===== src/rtl/spi_pkg.sv =====
// spi_pkg: shared FSM state encoding and SPI mode indices ({cpol, cpha}).
package spi_pkg;
  typedef enum logic [2:0] {IDLE, SETUP, SHIFT, HOLD, GAP} state_t;
  localparam logic [1:0] MODE0 = 2'd0;
  localparam logic [1:0] MODE1 = 2'd1;
  localparam logic [1:0] MODE2 = 2'd2;
  localparam logic [1:0] MODE3 = 2'd3;
endpackage


===== src/rtl/spi_clkgen.sv =====
// spi_clkgen: half-period divider, SCK edge counter and leading/trailing edge flags.
module spi_clkgen #(
  parameter int DIV_W = 8,
  parameter int DATA_W = 8,
  localparam int EW = $clog2(2 * DATA_W + 1)
) (
  input  logic             clk,
  input  logic             rst_n,
  input  logic             load,
  input  logic             run,
  input  logic             step,
  input  logic [DIV_W-1:0] div,
  output logic             tick,
  output logic             lead,
  output logic             trail,
  output logic             done,
  output logic [EW-1:0]    edges
);
  logic [DIV_W-1:0] div_l, cnt;
  always_ff @(posedge clk or negedge rst_n) begin
    if (!rst_n) begin
      div_l <= '0;
      cnt   <= '0;
      edges <= '0;
    end else if (load) begin
      div_l <= div;
      cnt   <= div;
      edges <= '0;
    end else if (run) begin
      cnt <= tick ? div_l : cnt - 1'b1;
      if (step) edges <= edges + 1'b1;
    end
  end
  assign tick  = run && cnt == '0;
  assign lead  = !edges[0];
  assign trail = edges[0];
  assign done  = edges == EW'(2 * DATA_W);
endmodule


===== src/rtl/spi_master.sv =====
// spi_master: SPI master with holding register, runtime divider, CPOL/CPHA modes and CS framing.
module spi_master #(
  parameter int DATA_W = 8,
  parameter int NUM_CS = 2,
  parameter int DIV_W = 8,
  localparam int CS_W = NUM_CS > 1 ? $clog2(NUM_CS) : 1
) (
  input  logic              clk,
  input  logic              rst_n,
  input  logic [DATA_W-1:0] txdata,
  input  logic              txstart,
  output logic              txready,
  output logic [DATA_W-1:0] rxdata,
  output logic              rxvalid,
  output logic              busy,
  input  logic              cpol,
  input  logic              cpha,
  input  logic              lsb_first,
  input  logic [DIV_W-1:0]  div,
  input  logic [CS_W-1:0]   cs_sel,
  input  logic              cs_hold,
  output logic              spi_sck,
  output logic              spi_mosi,
  input  logic              spi_miso,
  output logic [NUM_CS-1:0] spi_cs_n
);
  import spi_pkg::*;
  localparam int EW = $clog2(2 * DATA_W + 1);
  state_t state, state_d;
  logic hold_full, load, step, samp, last, mshift, ph1;
  logic tick, lead, trail, done;
  logic cpol_l, cpha_l, lsb_l;
  logic [1:0] mode;
  logic [CS_W-1:0] sel_l;
  logic [EW-1:0] edges;
  logic [DATA_W-1:0] hold_data, tsr, tsr_s, rsr, rsr_d;
  logic [NUM_CS-1:0] cs_dec;
  spi_clkgen #(.DIV_W(DIV_W), .DATA_W(DATA_W)) u_clkgen (
    .clk(clk), .rst_n(rst_n), .load(load), .run(state != IDLE), .step(step), .div(div),
    .tick(tick), .lead(lead), .trail(trail), .done(done), .edges(edges)
  );
  // The half-period after a word's last edge doubles as the next word's setup when chaining.
  always_comb begin
    state_d = state;
    load    = 1'b0;
    step    = 1'b0;
    cs_dec  = '1;
    case (state)
      IDLE: if (hold_full) begin load = 1'b1; state_d = SETUP; end
      SETUP, SHIFT:
        if (tick && !done) begin step = 1'b1; state_d = SHIFT; end
        else if (tick && hold_full && cs_hold && cs_sel == sel_l) load = 1'b1;
        else if (tick) state_d = HOLD;
      HOLD: if (tick) state_d = GAP;
      GAP: if (tick) state_d = IDLE;
      default: state_d = IDLE;
    endcase
    mode   = {cpol_l, cpha_l};
    ph1    = mode == MODE1 || mode == MODE3;
    samp   = step && (ph1 ? trail : lead);
    last   = samp && edges == (ph1 ? EW'(2 * DATA_W - 1) : EW'(2 * DATA_W - 2));
    mshift = step && (ph1 ? lead : trail) && edges != '0 && edges != EW'(2 * DATA_W - 1);
    rsr_d  = lsb_l ? {spi_miso, rsr[DATA_W-1:1]} : {rsr[DATA_W-2:0], spi_miso};
    tsr_s  = lsb_l ? tsr >> 1 : tsr << 1;
    for (int i = 0; i < NUM_CS; i++) cs_dec[i] = cs_sel != CS_W'(i);
  end
  always_ff @(posedge clk or negedge rst_n) begin
    if (!rst_n) begin
      state     <= IDLE;
      hold_full <= 1'b0;
      hold_data <= '0;
      tsr       <= '0;
      rsr       <= '0;
      cpol_l    <= 1'b0;
      cpha_l    <= 1'b0;
      lsb_l     <= 1'b0;
      sel_l     <= '0;
      spi_sck   <= 1'b0;
      spi_mosi  <= 1'b0;
      spi_cs_n  <= '1;
      rxdata    <= '0;
      rxvalid   <= 1'b0;
    end else begin
      state     <= state_d;
      hold_full <= (txstart && !hold_full) || (hold_full && !load);
      if (txstart && !hold_full) hold_data <= txdata;
      rxvalid   <= last;
      if (samp) rsr <= rsr_d;
      if (last) rxdata <= rsr_d;
      spi_sck   <= state == IDLE ? cpol : (step ? !spi_sck : spi_sck);
      if (load) begin
        cpol_l   <= cpol;
        cpha_l   <= cpha;
        lsb_l    <= lsb_first;
        sel_l    <= cs_sel;
        tsr      <= hold_data;
        spi_mosi <= lsb_first ? hold_data[0] : hold_data[DATA_W-1];
        spi_cs_n <= cs_dec;
      end else begin
        if (mshift) begin
          tsr      <= tsr_s;
          spi_mosi <= lsb_l ? tsr_s[0] : tsr_s[DATA_W-1];
        end
        if (state == HOLD && tick) spi_cs_n <= '1;
      end
    end
  end
  assign txready = !hold_full;
  assign busy    = state != IDLE || hold_full;
endmodule


===== config.mk =====
export PLATFORM = sky130hd
export DESIGN_NAME = spi_master
export DESIGN_NICKNAME = d
export VERILOG_FILES = /design/src/rtl/spi_pkg.sv /design/src/rtl/spi_clkgen.sv /design/src/rtl/spi_master.sv
export SDC_FILE = /design/constraint.sdc
export NUM_CORES = 1
export LEC_CHECK = 0
export BUFFER_PORTS_ARGS = -buffer_cell sky130_fd_sc_hd__buf_4
export CAP_MARGIN = 0
export CORE_UTILIZATION = 45
export CTS_CLUSTER_DIAMETER = 30
export DETAILED_ROUTE_END_ITERATION = 12
export SLEW_MARGIN = 20
export SYNTH_ARGS = -nofsm -noshare
export SYNTH_HDL_FRONTEND = slang
export SYNTH_SLANG_ARGS = --single-unit

===== constraint.sdc =====
create_clock -name clk -period 2.8 [get_ports clk]
set_input_delay 0.56 -clock clk [delete_from_list [all_inputs] [get_ports clk]]
set_output_delay 0.56 -clock clk [all_outputs]
set_load 0.03 [all_outputs]

==> impl_summary.txt <==
----------------------------------------------------
[Synth]
  Xor and xnor area share after synthesis ... 0.02159
  FFs w/ async S/R, synth ... 1.000
  Part of the Yosys area used for sequential elements ... 0.5019
  Post-Synth Simple-Gate Area ... 0.1793
  Mapped Nets ... about 350
  Share of the synthesized area in compound gates (AO/OA/AOI/OAI) ... 0.1357
  Primary flip-flop cell chosen by synthesis mapping ... sky130_fd_sc_hd__dfrtp_1
  Number of storage elements in the synthesis netlist ... 65
  Count of mapped cells out of synthesis ... about 320
  Number of flops mapped to enable cells by yosys ... 0
  Largest family of logic cells by synthesized area ... simple AND/OR/NAND/NOR gates
  Synth top area share ... 0.4857
  Synth Area per Inst ... 10.02 µm²
  Summed instance area of the synthesized netlist ... around 3200 µm²
  Arithmetic-cell share of the synthesized area counting full adders, half adders and majority gates ... 0.01928
  Share of synthesized area spent on multiplexers ... 0.1052
  Most area-hungry cell type in the Yosys netlist ... sky130_fd_sc_hd__dfrtp_1
  Most frequent cell after synthesis ... sky130_fd_sc_hd__dfrtp_1
  Post-synth cell types ... 48
  Synth cell count leaders ... 63 x sky130_fd_sc_hd__dfrtp_1, 56 x sky130_fd_sc_hd__nand2_1, 25 x sky130_fd_sc_hd__o21ai_0
  Cells taking the most area after synthesis ... sky130_fd_sc_hd__dfrtp_1 49%, sky130_fd_sc_hd__nand2_1 6.5%, sky130_fd_sc_hd__mux2_2 5.9%, sky130_fd_sc_hd__mux2i_1 4.6%, sky130_fd_sc_hd__o21ai_0 3.9%
  Warning count from the yosys run ... 0

[Global routing]
  Wire length of the first global-routing pass ... 11420 µm
  Largest net degree at the start of global routing ... between 60 and 70
  Antenna violations before repair ... 0
  Vias in the first global route ... approximately 2400
  Global route overflow ... 0
  Gr usage total ... 0.1963

[Power and ir drop]
  Peak VDD IR ... about 0.36 mV
  Power per standard cell area ... about 520 nW/µm²
  Static Leakage ... 1.791 nW
  Total Power ... between 2 and 2.5 mW

[Timing]
  Least-Margin Pin Slew ... 0.8255 ns
  Final-layout worst hold slack ... 0.3218 ns
  F_max ... about 0.40 GHz
  Setup repair after global routing missed its margin ... false
  Final count of negative-setup-slack endpoints ... 0
  Min Tclk post-route ... between 2 and 3 ns
  Normalized max-slew margin ... 0.4497
  Final max-slew violation count ... 0
  Worst Clk Skew ... around 0.009 ns
  Setup TNS ... 0 ns
  Final period util ... 0.8979
  Final Hold Viols ... 0

[Floorplanning]
  Num ports ... 40
  Starting density of the core ... 0.4725
  Die Ht ... 86.93 µm
  Floorplan die width ... between 80 and 90 µm
  Area inside the core boundary ... 6869 µm²
  Die Footprint ... ~7600 µm²
  Count of standard-cell rows ... 30

[Run]
  Max-cap violations ... 0

[Setup path]
  CP max stage delay ... approximately 0.50 ns
  Kind of critical path ... reg2out
  Type of origin of the critical path ... flip-flop
  Peak fanout along the critical path ... 8
  Critical-path cell list ... or3_1 -> nor2_2 -> clkinv_1 -> buf_4
  Sort of element at the end of the critical path ... primary output
  Critical path depth in cells ... 4
  Library cell contributing the largest single delay on the critical path ... sky130_fd_sc_hd__or3_1
  Family of cells with the greatest summed delay on the critical path ... simple AND/OR/NAND/NOR gates
  Data arrival at the endpoint of the critical path ... 1.95 ns
  Logic depth of the worst register-to-register path ... 6
  WP buf/inv ... 2
  Worst path required time ... roughly 2.2 ns

[CTS]
  TritonCTS clock tree ... built
  Number of setup buffers added after CTS ... 0
  Maximum clock path buffer count ... 2
  Clock insertion delay at the later pin of the skew report ... 0.34 ns
  Clock-pin slew on the worst setup and hold paths ... about 0.070 ns
  Count of hold-fix buffers inserted at cts ... 0
  Num CTS Buffers ... 9
  Post-CTS resize count ... 0
  Maximum level of the CTS H-tree ... 3
  Root cell of the clock tree ... sky130_fd_sc_hd__clkbuf_8
  # clock sinks ... between 60 and 70

[Hold path]
  Worst hold path class ... in2async

[Placement]
  Placed Instance Area ... between 3000 and 4000 µm²
  Last weighted congestion value of the routability-driven placer ... around 0.8
  Detailed Place HPWL ... between 4000 and 5000 µm
  Port Buffer Count ... 39

[Finish]
  Cell area after layout ... between 3000 and 4000 µm²
  Util after Layout ... 0.5694
  Fraction of layout instances using a drive strength above 1 ... 0.2567
  Antenna cell count ... 0
  Synth-to-layout area growth ... 20.51%
  Number of nets in the finished design ... 399

[Route]
  Vias per std cell ... between 5 and 6
  Routed length on met3 ... ~210 µm
  Vias ... around 2500
  Post-detailed-route count of antenna-violating nets ... 0
  Total DRC errors in the routed layout ... 0
  Detailed-route wire length per cell ... around 14 µm
  Routed metal-1 wire length ... roughly 3400 µm
  Wire length on met2 ... about 2900 µm
  Iteration-0 DRC count of the detailed router ... 104
  First-pass detailed-route iteration total ... 4
  Total Routed Length ... roughly 6600 µm
  Top layer reached by signal wires ... met4

[Run status]
  Result of the run ... finished, final reports clean

----------------------------------------------------
## flip-flops by register name, summed over array words and instances, names as in the netlist
register        cells
rsr                 8
tsr                 8
u_clkgen.edges      5
u_clkgen.cnt        8
hold_data           8
spi_sck             1
hold_full           1
u_clkgen.div_l      8
sel_l               1
cpha_l              1
state               3
lsb_l               1
rxvalid             1
spi_cs_n            2
rxdata              8
spi_mosi            1
## layout by cell type (no fill, tap or decap), types with 2 or more instances in the layout
master / netlist / layout
sky130_fd_sc_hd__a211oi_1: 5 / 5
sky130_fd_sc_hd__a211oi_2: 4 / 4
sky130_fd_sc_hd__a21o_1: 2 / 2
sky130_fd_sc_hd__a21oi_1: 4 / 4
sky130_fd_sc_hd__a22oi_1: 2 / 2
sky130_fd_sc_hd__a31oi_1: 5 / 5
sky130_fd_sc_hd__and3_1: 2 / 2
sky130_fd_sc_hd__buf_4: 3 / 50
sky130_fd_sc_hd__bufinv_16: 0 / 2
sky130_fd_sc_hd__clkbuf_8: 0 / 10
sky130_fd_sc_hd__clkinv_4: 0 / 3
sky130_fd_sc_hd__dfrtp_1: 63 / 63
sky130_fd_sc_hd__dfstp_2: 2 / 2
sky130_fd_sc_hd__ha_1: 5 / 5
sky130_fd_sc_hd__inv_1: 8 / 8
sky130_fd_sc_hd__mux2_2: 17 / 17
sky130_fd_sc_hd__mux2i_1: 15 / 15
sky130_fd_sc_hd__nand2_1: 56 / 56
sky130_fd_sc_hd__nand2b_1: 2 / 2
sky130_fd_sc_hd__nand3_1: 16 / 16
sky130_fd_sc_hd__nor2_1: 19 / 19
sky130_fd_sc_hd__nor2b_1: 5 / 5
sky130_fd_sc_hd__nor3_1: 11 / 11
sky130_fd_sc_hd__nor3b_1: 2 / 2
sky130_fd_sc_hd__o2111ai_1: 2 / 2
sky130_fd_sc_hd__o211ai_1: 2 / 2
sky130_fd_sc_hd__o21ai_0: 25 / 25
sky130_fd_sc_hd__o31ai_1: 7 / 7
sky130_fd_sc_hd__xnor2_1: 5 / 5
sky130_fd_sc_hd__xor2_1: 3 / 3
## layout make-up
class	instances	area, µm²
clock inverters	6	91.34
fillers	608	2958
inverters	9	33.78
repair buffers	51	395.4
multi-input cells	233	1504
well taps	96	120.1
clock buffers	10	137.6
flip-flops and latches	65	1629
## layer usage
layer / GRT usage / up-vias
met2: 0.2842 / 58
met1: 0.2859 / 1184
li1: - / 1246
met5: 0 / -
met4: 0.06818 / 0
met3: 0.04834 / 8
## report_power, final
group	internal [mW]	leakage, nW	switching (mW)
clock	0.529	0.116	0.378
sequential	0.985	0.799	0.0294
combinational	0.0624	0.875	0.0405
total	1.58	1.79	0.448
## logic make-up (layout without fill, tap and decap cells)
kind of cell               Yosys count  in the layout
adders and majority gates            5              5
DFF                                 65             65
and+or+nand+nor                    123            123
xor gates and xnor gates             8              8
buffers and inverters               26             76
AOI/OAI and AO/OA                   65             65
muxes                               32             32
## path summary, 6_finish.rpt
path	startpoint	end	slack [ns]
max	state[2]	busy	0.29
min	rst_n	state[2]	0.32
max reg2reg	u_clkgen.cnt[4]	tsr[1]	0.42
min reg2reg	u_clkgen.div_l[2]	u_clkgen.div_l[2]	0.47
max in group asynchronous	rst_n	spi_mosi	1.95
min in group clk	cpol	spi_sck	0.42
## metrics by stage
step,setup WS (ns),instances
2_1_floorplan,0.6159,324
3_3_place_gp,0.4831,454
3_5_place_dp,0.3875,454
4_1_cts,0.2629,470
5_1_grt,0.1599,470
6_report,0.2859,470
Note: power is estimated with default switching activity, not from simulation.
